[config.mk]
export PLATFORM = sky130hd
export DESIGN_NAME = lcd_timing_gen
export DESIGN_NICKNAME = d
export VERILOG_FILES = /design/src/rtl/lcd_timing_gen.sv
export SDC_FILE = /design/constraint.sdc
export NUM_CORES = 1
export LEC_CHECK = 0
export CAP_MARGIN = 25
export CORE_MARGIN = 2
export CORE_UTILIZATION = 35
export CTS_CLUSTER_DIAMETER = 40
export DETAILED_ROUTE_END_ITERATION = 10
export PLACE_DENSITY = 0.59
export SYNTH_ARGS = -nofsm -noshare
export SYNTH_HDL_FRONTEND = slang
export SYNTH_SLANG_ARGS = --single-unit
[constraint.sdc]
create_clock -name CLK -period 3.8 [get_ports CLK]
set_input_delay 1.14 -clock CLK [delete_from_list [all_inputs] [get_ports CLK]]
set_output_delay 1.14 -clock CLK [all_outputs]
set_load 0.005 [all_outputs]
[src/rtl/lcd_timing_gen.sv]
// rtl/lcd_timing_gen.sv - pixel clock, X/Y counters and PIPE-delayed HD/VD/DEN for the 800x480 RGB panel
// Optional colour-bar test pattern on R/G/B when LCD_COLOR_BAR_EN is defined.
module lcd_timing_gen #(
  parameter int H_ACT  = 800,
  parameter int H_FP   = 40,
  parameter int H_SYNC = 30,
  parameter int H_BP   = 186,
  parameter int V_ACT  = 480,
  parameter int V_FP   = 22,
  parameter int V_SYNC = 13,
  parameter int V_BP   = 10,
  parameter int PIPE   = 2
) (
  input  logic        CLK,
  input  logic        RST,
  output logic        NCLK,
  output logic        GREST,
  output logic        PIX_TICK,
  output logic [10:0] X,
  output logic [9:0]  Y,
  output logic        SOF,
  output logic        HD,
  output logic        VD,
  output logic        DEN,
  output logic [7:0]  R,
  output logic [7:0]  G,
  output logic [7:0]  B
);
  localparam int PW = PIPE + 1;
  localparam logic [10:0] H_LAST  = 11'(H_ACT + H_FP + H_SYNC + H_BP - 1);
  localparam logic [10:0] H_ACT_W = 11'(H_ACT);
  localparam logic [10:0] HS_BEG  = 11'(H_ACT + H_FP);
  localparam logic [10:0] HS_END  = 11'(H_ACT + H_FP + H_SYNC);
  localparam logic [9:0]  V_LAST  = 10'(V_ACT + V_FP + V_SYNC + V_BP - 1);
  localparam logic [9:0]  V_ACT_W = 10'(V_ACT);
  localparam logic [9:0]  VS_BEG  = 10'(V_ACT + V_FP);
  localparam logic [9:0]  VS_END  = 10'(V_ACT + V_FP + V_SYNC);

  logic          nclk_q, grest_q, sof_q, sof_d;
  logic [10:0]   x_q, x_d;
  logic [9:0]    y_q, y_d;
  logic          tick;
  logic          hs_new, vs_new, den_new;
  logic [PW-1:0] hs_q, vs_q, den_q;

  assign tick = nclk_q;

  always_comb begin
    x_d   = x_q;
    y_d   = y_q;
    sof_d = 1'b0;
    if (tick) begin
      if (x_q == H_LAST) begin
        x_d   = '0;
        y_d   = (y_q == V_LAST) ? '0 : y_q + 10'd1;
        sof_d = (y_q == V_LAST);
      end else begin
        x_d = x_q + 11'd1;
      end
    end
  end

  // Stage 0 of the delay line is loaded with the decode of the position being entered
  always_comb begin
    hs_new  = !((x_d >= HS_BEG) && (x_d < HS_END));
    vs_new  = !((y_d >= VS_BEG) && (y_d < VS_END));
    den_new = (x_d < H_ACT_W) && (y_d < V_ACT_W);
  end

  always_ff @(posedge CLK) begin
    if (RST) begin
      nclk_q  <= 1'b0;
      grest_q <= 1'b0;
      sof_q   <= 1'b0;
      x_q     <= '0;
      y_q     <= '0;
      hs_q    <= '1;
      vs_q    <= '1;
      den_q   <= '0;
    end else begin
      nclk_q  <= ~nclk_q;
      grest_q <= 1'b1;
      sof_q   <= sof_d;
      x_q     <= x_d;
      y_q     <= y_d;
      if (tick) begin
        hs_q  <= (hs_q << 1) | PW'(hs_new);
        vs_q  <= (vs_q << 1) | PW'(vs_new);
        den_q <= (den_q << 1) | PW'(den_new);
      end
    end
  end

  assign NCLK     = nclk_q;
  assign GREST    = grest_q;
  assign PIX_TICK = nclk_q;
  assign X        = x_q;
  assign Y        = y_q;
  assign SOF      = sof_q;
  assign HD       = hs_q[PIPE];
  assign VD       = vs_q[PIPE];
  assign DEN      = den_q[PIPE];

`ifdef LCD_COLOR_BAR_EN
  logic [PW*11-1:0] xd_q;
  logic [10:0]      x_out;
  logic [2:0]       rgb;

  // Bar index b2b1b0 maps to R=!b1, G=!b2, B=!b0 (white, yellow, cyan, ... black)
  function automatic logic [2:0] bar_rgb(input logic [10:0] col);
    logic [2:0] idx;
    idx = 3'd0;
    for (int i = 1; i < 8; i++) begin
      if (col >= 11'(100 * i)) idx = 3'(i);
    end
    return {~idx[1], ~idx[2], ~idx[0]};
  endfunction

  always_ff @(posedge CLK) begin
    if (RST) begin
      xd_q <= '0;
    end else if (tick) begin
      xd_q <= (xd_q << 11) | (PW*11)'(x_d);
    end
  end

  assign x_out = xd_q[PIPE*11 +: 11];
  assign rgb   = bar_rgb(x_out);
  assign R     = {8{DEN & rgb[2]}};
  assign G     = {8{DEN & rgb[1]}};
  assign B     = {8{DEN & rgb[0]}};
`else
  assign R = 8'h00;
  assign G = 8'h00;
  assign B = 8'h00;
`endif

endmodule

**Word level (Yosys, flattened, before mapping)**

Cells that the tools add are included.

- $add $sub $neg: 2
- $lt $le $gt $ge: 6
- Equal/unequal tests: 2
- Muxes and demuxes: 6
- Bitwise operators: 5
- Reduce and logical (&&, ||, !) cells: 6

Operators by type and width:

| kind | number |
|---|---|
| $mux 10 | 3 |
| $lt 11x10->1 const B | 2 |
| $mux 11 | 2 |
| $add 11x1->11 const B | 1 |
| $eq 11x11->1 const B | 1 |
| $ge 11x10->1 const B | 1 |
| $add 10x1->10 const B | 1 |
| $eq 10x10->1 const B | 1 |
| $ge 10x9->1 const B | 1 |
| $lt 10x10->1 const B | 1 |
| $lt 10x9->1 const B | 1 |
| $or 3x1->3 | 3 |
| $logic_and 1x1->1 | 3 |
| $reduce_or 3->1 | 1 |
| $logic_not 1->1 | 2 |
| $not 1->1 | 2 |
| $mux 1 | 1 |

- Bits in registers: 33
- Input port bits: 2
- Logic and storage cells: 35

**Longest topological paths before layout**

Gate-level depths: netlist of the first run.

- Depth after elaboration: 8
- Mapped depth: 11
- Mapped depth without buffers: 9

**Least setup slack after synthesis of the first run**

Ideal clock, no wire load.

- Path kind: flip-flop to flip-flop
- From: reg x_q[1] (netlist: X[1])
- To: reg vs_q[0]
- Library setup time: 0.132 ns
- Arrival time: 2.379 ns
- Data required time: 3.668 ns
- Slack: 1.289 ns
- Stages on the path, launching flop included: 12
- Period minus slack after synthesis: 2.511 ns
- Cell sequence: dfxtp_1 -> ha_1 -> clkbuf_1 -> nand2b_1 -> or4_4 -> buf_6 -> clkbuf_1 -> nor2_1 -> xnor2_1 -> o21ai_1 -> nor4_1 -> a311oi_1

- Longest elaborated chain between the ends: 7
- Elaborated cells on any way between the ends: 8
- Those cells by class: 2 x order compare; 1 x eq/ne; 2 x mux; 1 x bitwise; 2 x reduce/logical

RTL lines:

| item | line | source |
|---|---|---|
| start: declaration | 40 | `logic [10:0] x_q, x_d;` |
| start signal: assignment | 75 | `x_q <= '0;` |
| start signal: assignment | 84 | `x_q <= x_d;` |
| $eq 11x11->1 (*) | 53 | `if (x_q == H_LAST) begin` |
| $mux 10 (*) | 53 |  |
| $mux 10 (*) | 52 | `if (tick) begin` |
| $ge 10x9->1 / $lt 10x10->1 (equally long branches) | 66 | `vs_new = !((y_d >= VS_BEG) && (y_d < VS_END));` |
| $logic_and 1x1->1 (*) | 66 |  |
| $logic_not 1->1 (*) | 66 |  |
| $or 3x1->3 (*) | 88 | `vs_q <= (vs_q << 1) \| PW'(vs_new);` |
| end signal: assignment | 88 |  |
| end: declaration | 44 | `logic [PW-1:0] hs_q, vs_q, den_q;` |

Every way passes the cells marked *; elsewhere a longest branch is shown, timed or not.
A chain may end at the register's enable or synchronous reset.

**Worst setup path after layout of the first run**

Ends and elaborated chain as after synthesis.

==> out/qor_table.md, run 1 <==
| Item | Reported | Unit |
|---|---|---|
| Count of pins on the block boundary | 54 | - |
| Weighted congestion at the end of routability-driven global placement | 0.808 | - |
| Worst skew pair latency | 0.29 | ns |
| Overflow after GRT | 0 | - |
| Post-layout net count | 273 | - |
| R2R Path Start | X[1] | - |
| Worst relative slew slack | 64.1 | % |
| CTS tree | done | - |
| Launch point of the worst hold path | hs_q[0] | - |
| Number of levels in the clock H-tree | 2 | - |
| Number of cells on the worst reg-to-reg path | 8 | - |
| Antenna violations before repair | 0 | - |
| Detailed-route via count | 1687 | - |
| Number of gates resized after cts | 0 | - |
| Synth async-reset ratio | 0 | % |
| Number of maximum-capacitance violations | 0 | - |
| Data arrival time of the worst path | 2.84 | ns |
| Worst setup timing slack at the placement stage | 1.05 | ns |
| Worst hold path class | reg -> reg | - |
| Summed negative setup slack over all endpoints | 0 | ns |
| Post-route cell area | 2320 | sq um |
| Initial core utilization | 36.1 | % |
| Hold violation total from the final report | 0 | - |
| Largest clock skew in the final design | 0.0103 | ns |
| Chip Height | 79.1 | um |
| Number of different library cells in the post-synthesis netlist | 49 | - |
| Fraction of the cycle the final worst path needs | 70.4 | % |
| HPWL Detailed | 3150 | um |
| Std cell rows | 27 | - |
| Number of diodes added for antenna fixing | 0 | - |
| Nature of the critical path startpoint | register | - |
| Cell leakage power | 0.000844 | uW |
| Mapped Avg Cell Area | 8.05 | sq um |
| Worst hold endpoint | hs_q[1] | - |
| Total number of clock tree sinks | 33 | - |
| Area added between synthesis and finish | 17.4 | % |
| Critical path capture point type | register | - |
| Power consumption | 733 | uW |
| Highest achievable clock rate | 374 | MHz |
| Number of remaining DRC errors | 0 | - |
| Required time of the worst setup path | 3.97 | ns |
| Critical path fanouts, max | 10 | - |
| GRT Total Usage | 14.7 | % |
| Power density over cell area | 316 | nW/um^2 |
| CTS hold repair buffers | 0 | - |
| DR pass1 iterations | 4 | - |
| CTS root buffer | sky130_fd_sc_hd__clkbuf_8 | - |
| Crit path time final | 2.67 | ns |
| Tightest hold margin | 0.489 | ns |
| Peak ir drop on the vdd network | 0.000149 | V |
| Path type of the worst setup path | reg -> reg | - |
| Vias in the first global route | 1507 | - |
| Number of setup buffers added after CTS | 0 | - |
| X dimension of the die | 79.1 | um |
| Setup repair after global routing missed its margin | no | - |
| Flip-flop and latch count after synthesis | 33 | - |
| Cts bufs inserted | 5 | - |
| Input/output buffers | 29 | - |
| Sequential fraction of the synthesis area | 33.5 | % |
| Area of the core | 5470 | sq um |
| Slew at the pin with the worst max-slew slack | 0.534 | ns |
| Result of the run | completed | - |
| Count of final setup violators | 0 | - |
| Reg2reg setup slack | 1.13 | ns |
| Number of nets with antenna violations after routing | 0 | - |
| Worst Hold Path Cells | 2 | - |
| Global-route wire length before repair | 7310 | um |
| Mean number of vias per cell | 4.95 | - |
| Final critical-path setup slack | 1.13 | ns |
| Most frequent cells in the layout | sky130_fd_sc_hd__dfxtp_1, sky130_fd_sc_hd__nor2_1, sky130_fd_sc_hd__clkdlybuf4s50_1, sky130_fd_sc_hd__nand2_1, sky130_fd_sc_hd__conb_1 | - |
| Max-slew violation count | 0 | - |
| Most common cell after layout, fill and taps aside | sky130_fd_sc_hd__dfxtp_1 | - |
| Dominant register cell in the synthesized netlist | sky130_fd_sc_hd__dfxtp_1 | - |
| Clock transition at the registers of the reported paths | 0.08 | ns |
| Routed length per instance | 12.8 | um |
| Destination of the worst register-to-register timing path | vs_q[0] | - |
| Synth warn | 0 | - |
| Cell count after synthesis | 245 | - |
| Area of the mapped netlist | 1970 | sq um |
| Die Area | 6250 | sq um |
| Detailed-route wire length | 4380 | um |
| Pin count of the biggest net entering global routing | 23 | - |
| DR iter-0 viols | 130 | - |
| Fraction of final layout cells sized beyond drive strength 1 | 5.95 | % |
| Number of synthesized flops with an enable pin | 0 | - |
| Buffer levels on the longest clock path | 2 | - |
| Placement-stage cell area | 2200 | sq um |
-- power breakdown --
group | total, uW | internal, uW | switching (uW)
clock | 338 | 196 | 142
sequential | 354 | 350 | 4.72
combinational | 39.6 | 15.5 | 24.2
total | 733 | 561 | 171
-- cell families after synthesis --
| kind of cell | Yosys count | share of synthesized area [%] |
|---|---|---|
| buf+inv | 44 | 14.0 |
| other cells | 1 | 0.190 |
| mux | 8 | 4.06 |
| fa+ha+maj | 3 | 1.90 |
| xor+xnor | 14 | 6.21 |
| compound gates | 39 | 12.4 |
| flops | 33 | 33.5 |
| simple gates | 103 | 27.8 |
-- critical path, stage by stage, from the launching register on --
cell and delay, ns:
sky130_fd_sc_hd__dfxtp_1 0.47, sky130_fd_sc_hd__ha_1 0.42, sky130_fd_sc_hd__nand2b_1 0.17, sky130_fd_sc_hd__or4_1 0.60
sky130_fd_sc_hd__nor2_1 0.17, sky130_fd_sc_hd__mux2i_1 0.28, sky130_fd_sc_hd__nand3_1 0.10, sky130_fd_sc_hd__nor4_1 0.26
sky130_fd_sc_hd__a311oi_1 0.09
-- state kept, by name, indices dropped and copies added (netlist names) --
signal	count
hs_q	3
den_q	3
SOF	1
X	11
NCLK	1
GREST	1
vs_q	3
Y	10
-- final cells by class --
class	count	area [sq um]
Fill cell	557	3160
Multi-Input combinational cell	191	1120
Sequential cell	33	661
Timing Repair Buffer	31	305
Tap cell	72	90.1
Clock buffer	5	68.8
Clock inverter	3	46.3
Inverter	6	22.5
-- how the worst max path moves through the flow --
stage          startpoint      end  slack (ns)  depth (start not counted)
4_1_cts              X[0]  vs_q[0]        1.15                          8
6_report             X[1]  vs_q[0]        1.13                          8
3_5_place_dp          RST  vs_q[0]        1.05                          8
2_1_floorplan        X[1]  vs_q[0]        1.29                         11
5_1_grt              X[1]  vs_q[0]        0.86                          8
3_3_place_gp          RST  vs_q[0]        1.13                          8
-- cell usage after synthesis, drive strengths merged, types with 2 or more instances --
library cell  instances  area share, %
clkbuf                8            1.5
or4                   3            1.3
xnor2                 8            3.6
nand2b                3           0.95
nor4                  2           0.63
mux2i                 8            4.1
o21ai                10            2.5
nor2                 31            5.9
inv                   6            1.1
and3                  2           0.63
nor4b                 3            2.1
nand3                 5            1.3
a21oi                14            3.6
buf                  30             11
nor3                 12            3.9
xor2                  6            2.7
a31oi                 3           0.95
ha                    3            1.9
and4                  2           0.89
dfxtp                33             33
nand2                25            4.8
or3                   3            1.2
nand4                 8            2.5
-- per-layer routing --
layer  part of all wire, %  vias to the layer above  routed length, um  global-route usage, %
met4                   1.6                        0                 70                   5.52
met5                     0                        -                  0                      0
li1                      -                      855                  -                      -
met1                    47                      762               2040                   20.2
met3                   5.7                        8                250                   3.98
met2                    46                       62               2020                   22.0
-- metrics by stage --
stage                     util [%]  cells
after global routing          42.3    341
final                         42.3    341
after floorplan                  -    268
after detailed placement      40.2    333
after global placement        40.2    333
after CTS                     42.3    341
No activity file was read; power rests on OpenSTA's default activity.
==> run 2, diff against run 1 <==
==> constraint.sdc (replaced) <==
create_clock -name CLK -period 2.8 [get_ports CLK]
set_input_delay 0.84 -clock CLK [delete_from_list [all_inputs] [get_ports CLK]]
set_output_delay 0.84 -clock CLK [all_outputs]
set_load 0.005 [all_outputs]
==> out/qor_table.md, run 2 (synthesis gave the netlist of run 1 again) <==
| Item | Reported | Unit | Delta |
|---|---|---|---|
| Result of the run | completed | - | unchanged |
| Max reg flops | 11 | - | unchanged |
| Data arrival time of the worst path | 2.65 | ns | was 2.84 ns |
| Count of pins on the block boundary | 54 | - | unchanged |
| Number of gates resized after cts | 0 | - | unchanged |
| Total number of clock tree sinks | 33 | - | unchanged |
| Crit path time final | 2.49 | ns | was 2.67 ns |
| Detailed-route via count | 1697 | - | was 1687 |
| Summed negative setup slack over all endpoints | 0 | ns | unchanged |
| Mean number of vias per cell | 4.90 | - | was 4.95 |
| Cts bufs inserted | 5 | - | unchanged |
| Hold violation total from the final report | 0 | - | unchanged |
| Critical path capture point type | register | - | unchanged |
| Std cell rows | 27 | - | unchanged |
| Number of cells on the worst reg-to-reg path | 7 | - | was 8 |
| Path type of the worst setup path | reg -> reg | - | unchanged |
| Placed cell count | 339 | - | was 333 |
| Post-layout net count | 279 | - | was 273 |
| Input/output buffers | 29 | - | unchanged |
| Most common cell after layout, fill and taps aside | sky130_fd_sc_hd__dfxtp_1 | - | unchanged |
| Worst Hold Path Cells | 2 | - | unchanged |
| Global-route wire length before repair | 7090 | um | was 7310 um |
| Tightest hold margin | 0.477 | ns | was 0.489 ns |
| R2R Path Start | X[7] | - | was X[1] |
| Required time of the worst setup path | 2.96 | ns | was 3.97 ns |
| Number of setup buffers added after CTS | 0 | - | unchanged |
| Nature of the critical path startpoint | register | - | unchanged |
| Worst relative slew slack | 55.2 | % | was 64.1% |
| Critical path fanouts, max | 17 | - | was 10 |
| Most frequent cells in the layout | sky130_fd_sc_hd__dfxtp_1, sky130_fd_sc_hd__nor2_1, sky130_fd_sc_hd__clkdlybuf4s50_1, sky130_fd_sc_hd__nand2_1, sky130_fd_sc_hd__conb_1 | - | unchanged |
| Number of maximum-capacitance violations | 0 | - | unchanged |
| Slew at the pin with the worst max-slew slack | 0.665 | ns | was 0.534 ns |
| Cell leakage power | 0.000866 | uW | was 0.000844 uW |
| X dimension of the die | 79.1 | um | unchanged |
| Detailed-route wire length | 4320 | um | was 4380 um |
| Launch point of the worst hold path | vs_q[1] | - | was hs_q[0] |
| Pin count of the biggest net entering global routing | 23 | - | unchanged |
| Routed length per instance | 12.5 | um | was 12.8 um |
| CTS hold repair buffers | 0 | - | unchanged |
| Fillers | 564 | - | was 557 |
| Buffer levels on the longest clock path | 2 | - | unchanged |
| Worst-path cell chain | or3_4, or4_4, nor3_4, xnor2_1, nor4b_4, a2bb2oi_2, a211oi_1 | - | was ha_1, nand2b_1, or4_1, nor2_1, mux2i_1, nand3_1, nor4_1, a311oi_1 |
| DR iter-0 viols | 167 | - | was 130 |
| Fraction of the cycle the final worst path needs | 89.0 | % | was 70.4% |
| Worst hold path class | reg -> reg | - | unchanged |
| Number of levels in the clock H-tree | 2 | - | unchanged |
| Clock transition at the registers of the reported paths | 0.07 | ns | was 0.08 ns |
| Reg2reg setup slack | 0.31 | ns | was 1.13 ns |
| Worst hold endpoint | vs_q[1] | - | was hs_q[1] |
| Worst skew pair latency | 0.28 | ns | was 0.29 ns |
| CTS tree | done | - | unchanged |
| Peak ir drop on the vdd network | 0.000208 | V | was 0.000149 V |
| Area of the core | 5470 | sq um | unchanged |
| Area added between synthesis and finish | 18.2 | % | was 17.4% |
| DR pass1 iterations | 4 | - | unchanged |
| Delay contributed by the slowest stage of the critical path | 0.66 | ns | was 0.60 ns |
| Die Area | 6250 | sq um | unchanged |
| CTS root buffer | sky130_fd_sc_hd__clkbuf_8 | - | unchanged |
| Cell family with most CP delay | simple AND/OR/NAND/NOR gates | - | unchanged |
| Overflow after GRT | 0 | - | unchanged |
| Fraction of final layout cells sized beyond drive strength 1 | 7.30 | % | was 5.95% |
| Power density over cell area | 389 | nW/um^2 | was 316 nW/um^2 |
| GRT Total Usage | 14.2 | % | was 14.7% |
| Power consumption | 906 | uW | was 733 uW |
| Max-slew violation count | 0 | - | unchanged |
| Worst path buffer plus inverter count | 0 | - | unchanged |
| Weighted congestion at the end of routability-driven global placement | 0.822 | - | was 0.808 |
| Count of final setup violators | 0 | - | unchanged |
| Number of diodes added for antenna fixing | 0 | - | unchanged |
| Setup repair after global routing missed its margin | no | - | unchanged |
| Antenna violations before repair | 0 | - | unchanged |
| Vias in the first global route | 1466 | - | was 1507 |
| Chip Height | 79.1 | um | unchanged |
| Number of nets with antenna violations after routing | 0 | - | unchanged |
| Highest achievable clock rate | 401 | MHz | was 374 MHz |
| Number of remaining DRC errors | 0 | - | unchanged |
| Final Instance Count excl. Fillers | 346 | - | was 341 |
| HPWL Detailed | 3050 | um | was 3150 um |
| Largest clock skew in the final design | 0.00562 | ns | was 0.0103 ns |
| Master of the slowest instance on the critical path | sky130_fd_sc_hd__or4_4 | - | was sky130_fd_sc_hd__or4_1 |
| Initial core utilization | 36.1 | % | unchanged |
| Destination of the worst register-to-register timing path | den_q[0] | - | was vs_q[0] |
==> run 2: cell count changes in the layout (fill, tap and decap cells not counted) <==
cell	delta
sky130_fd_sc_hd__clkinv_4	-1
sky130_fd_sc_hd__clkbuf_1	+1
sky130_fd_sc_hd__clkbuf_8	+1
sky130_fd_sc_hd__buf_4	+6
sky130_fd_sc_hd__clkinvlp_4	-1
sky130_fd_sc_hd__bufinv_16	-1
==> run 2: worst min-delay path: cells and delay by family (launching register included) <==
family	cells	cell delay (ns)
mux	1	0.06
flops	1	0.33
simple gates	1	0.06
==> run 2: power by group <==
part           internal, uW  switching, uW
Sequential              475           3.04
Clock                   195            173
Combinational          23.4           36.5
Total                   693            213
==> run 2: routing by layer <==
metal | vias up | global-route usage (%) | wire length (um)
li1 | 861 | - | -
met1 | 767 | 20.8 | 2130
met2 | 63 | 19.8 | 1890
met3 | 6 | 3.41 | 235
met4 | 0 | 5.86 | 65
met5 | - | 0 | 0
==> run 2: final cells by class <==
| class | count | area (sq um) | share of cell area [%] |
|---|---|---|---|
| inverters | 6 | 22.5 | 0.966 |
| clock buffers | 7 | 86.3 | 3.70 |
| repair buffers | 37 | 350 | 15.0 |
| multi-input cells | 191 | 1120 | 48.1 |
| flip-flops and latches | 33 | 661 | 28.3 |
| well taps | 72 | 90.1 | 3.86 |
==> run 2: how the worst max path moves through the flow <==
stage,startpoint,cells past startpoint,slack [ns],endpoint
6_report,X[7],7,0.31,den_q[0]
5_1_grt,X[0],8,0.13,vs_q[0]
4_1_cts,X[7],7,0.32,den_q[0]
3_5_place_dp,X[7],7,0.32,den_q[0]
3_3_place_gp,X[7],7,0.36,den_q[0]
2_1_floorplan,X[1],11,0.29,vs_q[0]
==> run 2: metrics by stage <==
step / util (%) / area (sq um) / worst slack, ns
6_report: 42.6 / 2330 / 0.309
5_1_grt: 42.6 / 2330 / 0.135
4_1_cts: 42.6 / 2330 / 0.317
3_5_place_dp: 41.0 / 2250 / 0.324
3_3_place_gp: 41.0 / 2250 / 0.359
2_1_floorplan: - / 2060 / 0.289
==> run 3, diff against run 2 <==
--- a/config.mk
+++ b/config.mk
@@ -11,6 +11,7 @@
 export CTS_CLUSTER_DIAMETER = 40
 export DETAILED_ROUTE_END_ITERATION = 10
 export PLACE_DENSITY = 0.59
+export SKIP_CTS_REPAIR_TIMING = 1
 export SYNTH_ARGS = -nofsm -noshare
 export SYNTH_HDL_FRONTEND = slang
 export SYNTH_SLANG_ARGS = --single-unit
==> results of run 3 <==
No change in the layout: final DEF, timing and power equal those of run 2.
